===== src/rtl/gpio_pkg.sv =====
// Shared GPIO constants for the board input conditioner and the LED output stage.
package gpio_pkg;

  localparam int GPIO_WIDTH = 8;
  // 10 ms of switch settling time at the 50 MHz board clock
  localparam int GPIO_DEBOUNCE_50MHZ = 500000;

endpackage


===== src/rtl/gpio_debounce_bit.sv =====
// One GPIO input bit: 2-FF synchronizer followed by a stable-count debouncer.
import gpio_pkg::*;

module gpio_debounce_bit #(
  parameter int DEBOUNCE_CYCLES = GPIO_DEBOUNCE_50MHZ,
  localparam int CNT_W = $clog2(DEBOUNCE_CYCLES)
) (
  input  logic clk,
  input  logic rst,
  input  logic d_i,
  output logic stable_o,
  output logic busy_o
);

  localparam logic [CNT_W-1:0] CNT_LAST = CNT_W'(DEBOUNCE_CYCLES - 1);

  logic             s1_p0;
  logic             s2_p1;
  logic [CNT_W-1:0] cnt;

  always_ff @(posedge clk or negedge rst) begin
    if (!rst) begin
      s1_p0    <= 1'b0;
      s2_p1    <= 1'b0;
      stable_o <= 1'b0;
      cnt      <= '0;
    end else begin
      // synchronizer stages
      s1_p0 <= d_i;
      s2_p1 <= s1_p0;
      // accept the new level only after DEBOUNCE_CYCLES consecutive mismatches
      if (s2_p1 == stable_o) begin
        cnt <= '0;
      end else if (cnt == CNT_LAST) begin
        stable_o <= s2_p1;
        cnt      <= '0;
      end else begin
        cnt <= cnt + 1'b1;
      end
    end
  end

  assign busy_o = |cnt;

endmodule


===== src/rtl/gpio_in_debounce.sv =====
// Switch input conditioner: per-bit debounce, slow-clock snapshot and change flag.
// Optional per-bit sticky edge reporting on edge_o when GPIO_EDGE_EN is defined.
import gpio_pkg::*;

module gpio_in_debounce #(
  parameter int WIDTH           = GPIO_WIDTH,
  parameter int DEBOUNCE_CYCLES = GPIO_DEBOUNCE_50MHZ,
  localparam int CNT_W          = $clog2(DEBOUNCE_CYCLES)
) (
  input  logic             clk,
  input  logic             rst,
  input  logic [WIDTH-1:0] sw_i,
  input  logic             sample_i,
  output logic [WIDTH-1:0] gpio_o,
  output logic [WIDTH-1:0] stable_o,
  output logic             changed_o,
`ifdef GPIO_EDGE_EN
  output logic [WIDTH-1:0] edge_o,
`endif
  output logic             busy_o
);

  logic [WIDTH-1:0] busy_bits;

  for (genvar i = 0; i < WIDTH; i++) begin : g_bit
    gpio_debounce_bit #(
      .DEBOUNCE_CYCLES(DEBOUNCE_CYCLES)
    ) u_bit (
      .clk     (clk),
      .rst     (rst),
      .d_i     (sw_i[i]),
      .stable_o(stable_o[i]),
      .busy_o  (busy_bits[i])
    );
  end

  assign busy_o = |busy_bits;

  // snapshot stage: holds for a whole slow-clock period
  always_ff @(posedge clk or negedge rst) begin
    if (!rst) begin
      gpio_o    <= '0;
      changed_o <= 1'b0;
    end else if (sample_i) begin
      gpio_o    <= stable_o;
      changed_o <= (stable_o != gpio_o);
    end
  end

`ifdef GPIO_EDGE_EN
  logic [WIDTH-1:0] stable_p1;
  logic [WIDTH-1:0] edge_sticky;
  logic [WIDTH-1:0] flip;

  // a flip shows up as a difference against last cycle's stable level
  assign flip = stable_o ^ stable_p1;

  always_ff @(posedge clk or negedge rst) begin
    if (!rst) begin
      stable_p1   <= '0;
      edge_sticky <= '0;
      edge_o      <= '0;
    end else begin
      stable_p1 <= stable_o;
      if (sample_i) begin
        edge_o      <= edge_sticky;
        edge_sticky <= flip;
      end else begin
        edge_sticky <= edge_sticky | flip;
      end
    end
  end
`endif

endmodule


===== config.mk =====
export PLATFORM = sky130hd
export DESIGN_NAME = gpio_in_debounce
export DESIGN_NICKNAME = d
export VERILOG_FILES = /design/src/rtl/gpio_pkg.sv /design/src/rtl/gpio_debounce_bit.sv /design/src/rtl/gpio_in_debounce.sv
export SDC_FILE = /design/constraint.sdc
export NUM_CORES = 1
export LEC_CHECK = 0
export CAP_MARGIN = 25
export CORE_MARGIN = 8
export CORE_UTILIZATION = 45
export DETAILED_ROUTE_END_ITERATION = 10
export GPL_TIMING_DRIVEN = 0
export SYNTH_ARGS = -nofsm -noshare
export SYNTH_HDL_FRONTEND = slang
export SYNTH_HIERARCHICAL = 1
export SYNTH_SLANG_ARGS = --single-unit

===== constraint.sdc =====
create_clock -name clk -period 3 [get_ports clk]
set_clock_uncertainty 0.05 [all_clocks]
set_input_delay 0.75 -clock clk [delete_from_list [all_inputs] [get_ports clk]]
set_output_delay 0.75 -clock clk [all_outputs]
set_load 0.02 [all_outputs]

Word-level counts from Yosys, hierarchy flattened. Cells that the tools add are included.

Flip-flop bits (word level): 185. Input port bits: 11. Output and inout port bits: 18. Logic and storage cells: 92.

Add/sub/neg operators: 8. Eq/ne operators: 17. Multiplexer cells: 16. Bitwise operators: 8. Reductions and logical operators: 9.

Operators by type and width (number): 2-to-1 mux 19 bit (16); adder 19 x 1 -> 19 bit (second input constant) (8); == test 19 bit (second input constant) (8); OR reduction 152 bit (1); AND reduction 2 bit (8); == test 1 bit (8); != test 8 bit (1); NOT 1 bit (8).

Longest topological paths before layout.
Word-level depth: 3. Depth in mapped cells: 6. Depth with buffers taken out: 6.

By module. The synthesis kept the hierarchy.

Modules (own cells, without submodules): gpio_debounce_bit (times used 8, cells each 110, area an instance 1074.8 sq um, sequential area each 550.5 sq um); gpio_in_debounce (times used 1, cells each 33, area an instance 429.2 sq um, sequential area each 225.2 sq um).

Least setup slack after synthesis. No wires, ideal clock.

Kind: reg-to-output. Start: register g_bit[1].u_bit.cnt[5]. End: output port busy_o. Arrival: 1.547 ns. Data required time: 2.200 ns. Slack: 0.653 ns. Cell stages (with the launch flop): 7. Path buffers: 0. Cell sequence: dfrtp_1 nor4_1 nand2_1 nor4bb_1 nand2_1 nor4_1 nand2_1.

Word-level cells in the longest chain between the ends: 1.

RTL lines: start: declaration (line gpio_debounce_bit.sv:19) `logic [CNT_W-1:0] cnt;`; start signal: assignment (line gpio_debounce_bit.sv:38) `cnt <= cnt + 1'b1;`; OR reduction 152 bit (line gpio_in_debounce.sv:37) `assign busy_o = |busy_bits;`; end: declaration (line gpio_in_debounce.sv:20) `output logic busy_o`.

Every way passes these cells.

Worst setup path in the final report.
Start: register g_bit[6].u_bit.cnt[12]. End: output port busy_o.

Word-level cells in the longest chain between the ends: 1.

RTL lines (line): start: declaration (gpio_debounce_bit.sv:19); start signal: assignment (gpio_debounce_bit.sv:38); OR reduction 152 bit (gpio_in_debounce.sv:37).

Every way passes these cells.

==> impl_metrics.py <==
metrics = {
    "clock_network": {
        "ctsHtreeMaxLevel": 4,
        "cts_sinks": 185,
        "cts_tree": "yes",
        "clock_latency_ps": 420,
        "clk_pin_slew_ps": 70,
        "cts_buffers": 17,
        "cts_root_buffer": "clkbuf_16",
        "ctsLongestPathBuffers": 2,
    },
    "critical_path": {
        "path_class": "register to output port",
        "critPathTopFamily": "simple AND/OR/NAND/NOR gates",
        "path_cells": "nor4_1, nand2_1, nor4bb_1, nand2_1, nor4_4, nand2_1, buf_6",
        "worstPathArrival_ps": 2330,
        "cpPeakStageDelay_ps": 430,
        "crit_path_end_kind": "output port",
        "critPathSlowestCell": "dfrtp_1",
        "crit_required_ps": 2200,
        "worst_setup_path_start_kind": "register",
        "crit_buf_inv": 1,
        "path_max_fanout": 5,
        "cpMostUsedCell": "nand2_1",
    },
    "drt": {
        "wl_per_cell_um": 14.43,
        "ant_nets": 0,
        "via_count": 6733,
        "drc_errors": 0,
        "viasPerCell": 5.365,
        "drt_iter0_drc": 302,
        "drtPass1Iterations": 5,
        "wirelength_um": 18110,
    },
    "final_layout": {
        "multi_input_area_sq_mm": 0.004210,
        "nets": 1001,
        "diodes": 0,
        "area_growth_pct": 16.38,
        "drive_gt1_share_pct": 10.46,
        "nFillCells": 1808,
        "final_cell_mix": "dfrtp_1, nor2_1, xnor2_1",
        "fin_cells": 1255,
        "regArea_sq_mm": 0.004633,
        "final_common_cell": "dfrtp_1",
    },
    "sta": {
        "rsz0062_at_grt": "yes",
        "min_period_ps": 3126,
        "setup_ws_ps": -125.6,
        "max_freq_mhz": 319.9,
        "setup_viol": 1,
        "max_slew_margin_pct": 38.51,
        "whs_ps": 216.3,
        "drv_slew": 0,
        "hold_viol_final": 0,
        "tightest_slew_ps": 912.4,
        "period_share_pct": 104.2,
    },
    "synthesis": {
        "synth-edff-count": 0,
        "syn_nets": 940,
        "async_reset_ff_share_pct": 100.0,
        "seq_area_frac_synth_pct": 51.28,
        "ys_seq_elements": 185,
        "synth_top_area_share_pct": 51.28,
        "synth_area_sq_mm": 0.009027,
        "synth.area.top_cells": "dfrtp_1, xnor2_1, nor2_1, nor4_1, xor2_1",
        "yosysUniqueCellTypes": 24,
        "synth_ff_type": "dfrtp_1",
        "ys_warn_count": 6,
        "yosys.area.top_type": "dfrtp_1",
        "syn_avg_cell_area_sq_um": 9.888,
        "syn_inst": 913,
    },
    "place": {
        "dp_cells": 1211,
        "gp_congestion": 0.7873,
        "hpwl_um": 12140,
        "portBuffers": 27,
        "dp_slack_ps": -325.7,
    },
    "floorplan": {
        "coreArea_sq_mm": 0.01997,
        "start_util_pct": 45.20,
        "die_w_um": 157.6,
        "die_h_um": 157.6,
        "io_pins": 29,
        "rows": 52,
        "die_area_sq_mm": 0.02485,
    },
    "outcome": {
        "outcome": "finished, violations left",
        "violations": "setup timing",
    },
    "pwr": {
        "p_per_area_mw_per_mm2": 493.8,
        "irDropWorstVdd_uv": 292.2,
        "leakage_nw": 4.315,
    },
    "global_route": {
        "grt_pass1_wl_um": 31640,
        "antenna_found_initial": 0,
        "grt_pass1_vias": 6594,
        "track_usage_pct": 15.68,
        "grt_overflow": 0,
        "grt_max_degree": 116,
    },
    "job": {
        "max_cap_viol_count": 0,
    },
    "worst_hold_path": {
        "hold_path.class": "input pin to async pin",
    },
}
-- final timing paths --
path / from / end / slack, ps / cells after the start
hold reg to reg: g_bit[3].u_bit/s1_p0 / g_bit[3].u_bit/s2_p1 / 300 / 0
setup / recovery: g_bit[6].u_bit/cnt[12] / busy_o / -130 / 7
hold / removal: rst / g_bit[1].u_bit/cnt[12] / 220 / 1
setup reg to reg: g_bit[1].u_bit/cnt[10] / g_bit[1].u_bit/cnt[7] / 240 / 11
min in group clk: g_bit[3].u_bit/s1_p0 / g_bit[3].u_bit/s2_p1 / 300 / 0
max in group asynchronous: rst / g_bit[0].u_bit/cnt[11] / 1690 / 2
-- worst reg2reg max path: stages, from the launching register on --
cell      delay [ps]
dfrtp_1          390
nor4_2           270
nand2_1          120
buf_4            150
buf_4            130
buf_4            130
buf_4            130
buf_4            120
buf_4            130
o41ai_4          590
clkbuf_2         340
nor2_1            80
-- state kept, by name (all words and copies together) (netlist names) --
| register | flops |
|---|---|
| g_bit.u_bit/cnt | 152 |
| g_bit.u_bit/s1_p0 | 8 |
| g_bit.u_bit/s2_p1 | 8 |
| g_bit.u_bit/stable_o | 8 |
| gpio_o | 8 |
| changed_o | 1 |
-- per-stage QoR --
stage | power, mW | cell area (sq um) | util [%] | TNS, ps
after global routing | 5.412 | 10510 | 52.60 | -275.6
after floorplan | 2.737 | 9027 | - | 0
final | 5.188 | 10510 | 52.60 | -125.6
after detailed placement | 2.861 | 9668 | 48.40 | -325.7
after global placement | 2.856 | 9635 | 48.24 | -1257060
after CTS | 5.271 | 10450 | 52.32 | -167.3
-- cells by family (layout without fill, tap and decap cells) --
family	count (synthesis)	after routing	share of synthesized area [%]
fa+ha+maj	16	16	2.218
buf+inv	73	145	3.271
flops	185	185	51.28
mux	16	16	1.996
xor+xnor	112	112	10.87
simple gates	422	422	24.20
compound gates	89	89	6.168
-- Yosys cell counts (all sizes together) (16+ instances only) --
cell type,n
nand2,65
nand4,32
or4,24
mux2,16
o21ai,32
xor2,40
inv,48
a21oi,40
dfrtp,185
nor3,24
nor4,60
or3,32
xnor2,72
nand3,48
buf,17
nor2,113
ha,16
-- cell type report --
class | instances | share of cell area (%)
plain buffers | 25 | 1.108
clock buffers | 23 | 4.549
clock inverters | 7 | 1.346
inverters | 48 | 1.715
multi-input cells | 655 | 40.07
flip-flops and latches | 185 | 44.10
well taps | 270 | 3.215
repair buffers | 42 | 3.894
-- per-layer routing --
layer	routed length, um	global-route usage [%]
met4	172	3.808
met1	8888	21.25
met2	8383	24.93
met3	663	3.713
met5	0	0
-- where the power goes --
| group | switching (mW) | internal, mW | leakage (nW) | total [mW] |
|---|---|---|---|---|
| combinational | 0.168 | 0.0876 | 1.49 | 0.255 |
| clock | 0.916 | 1.46 | 0.299 | 2.37 |
| sequential | 0.0299 | 2.53 | 2.52 | 2.56 |
-- what timing repair did --
action,CTS,global route
setup buffers,14,0
hold buffers,0,0
gates resized for setup,14,13
setup endpoints to repair,1,11
pin swaps,12,1
(Power assumes the default switching activity.)
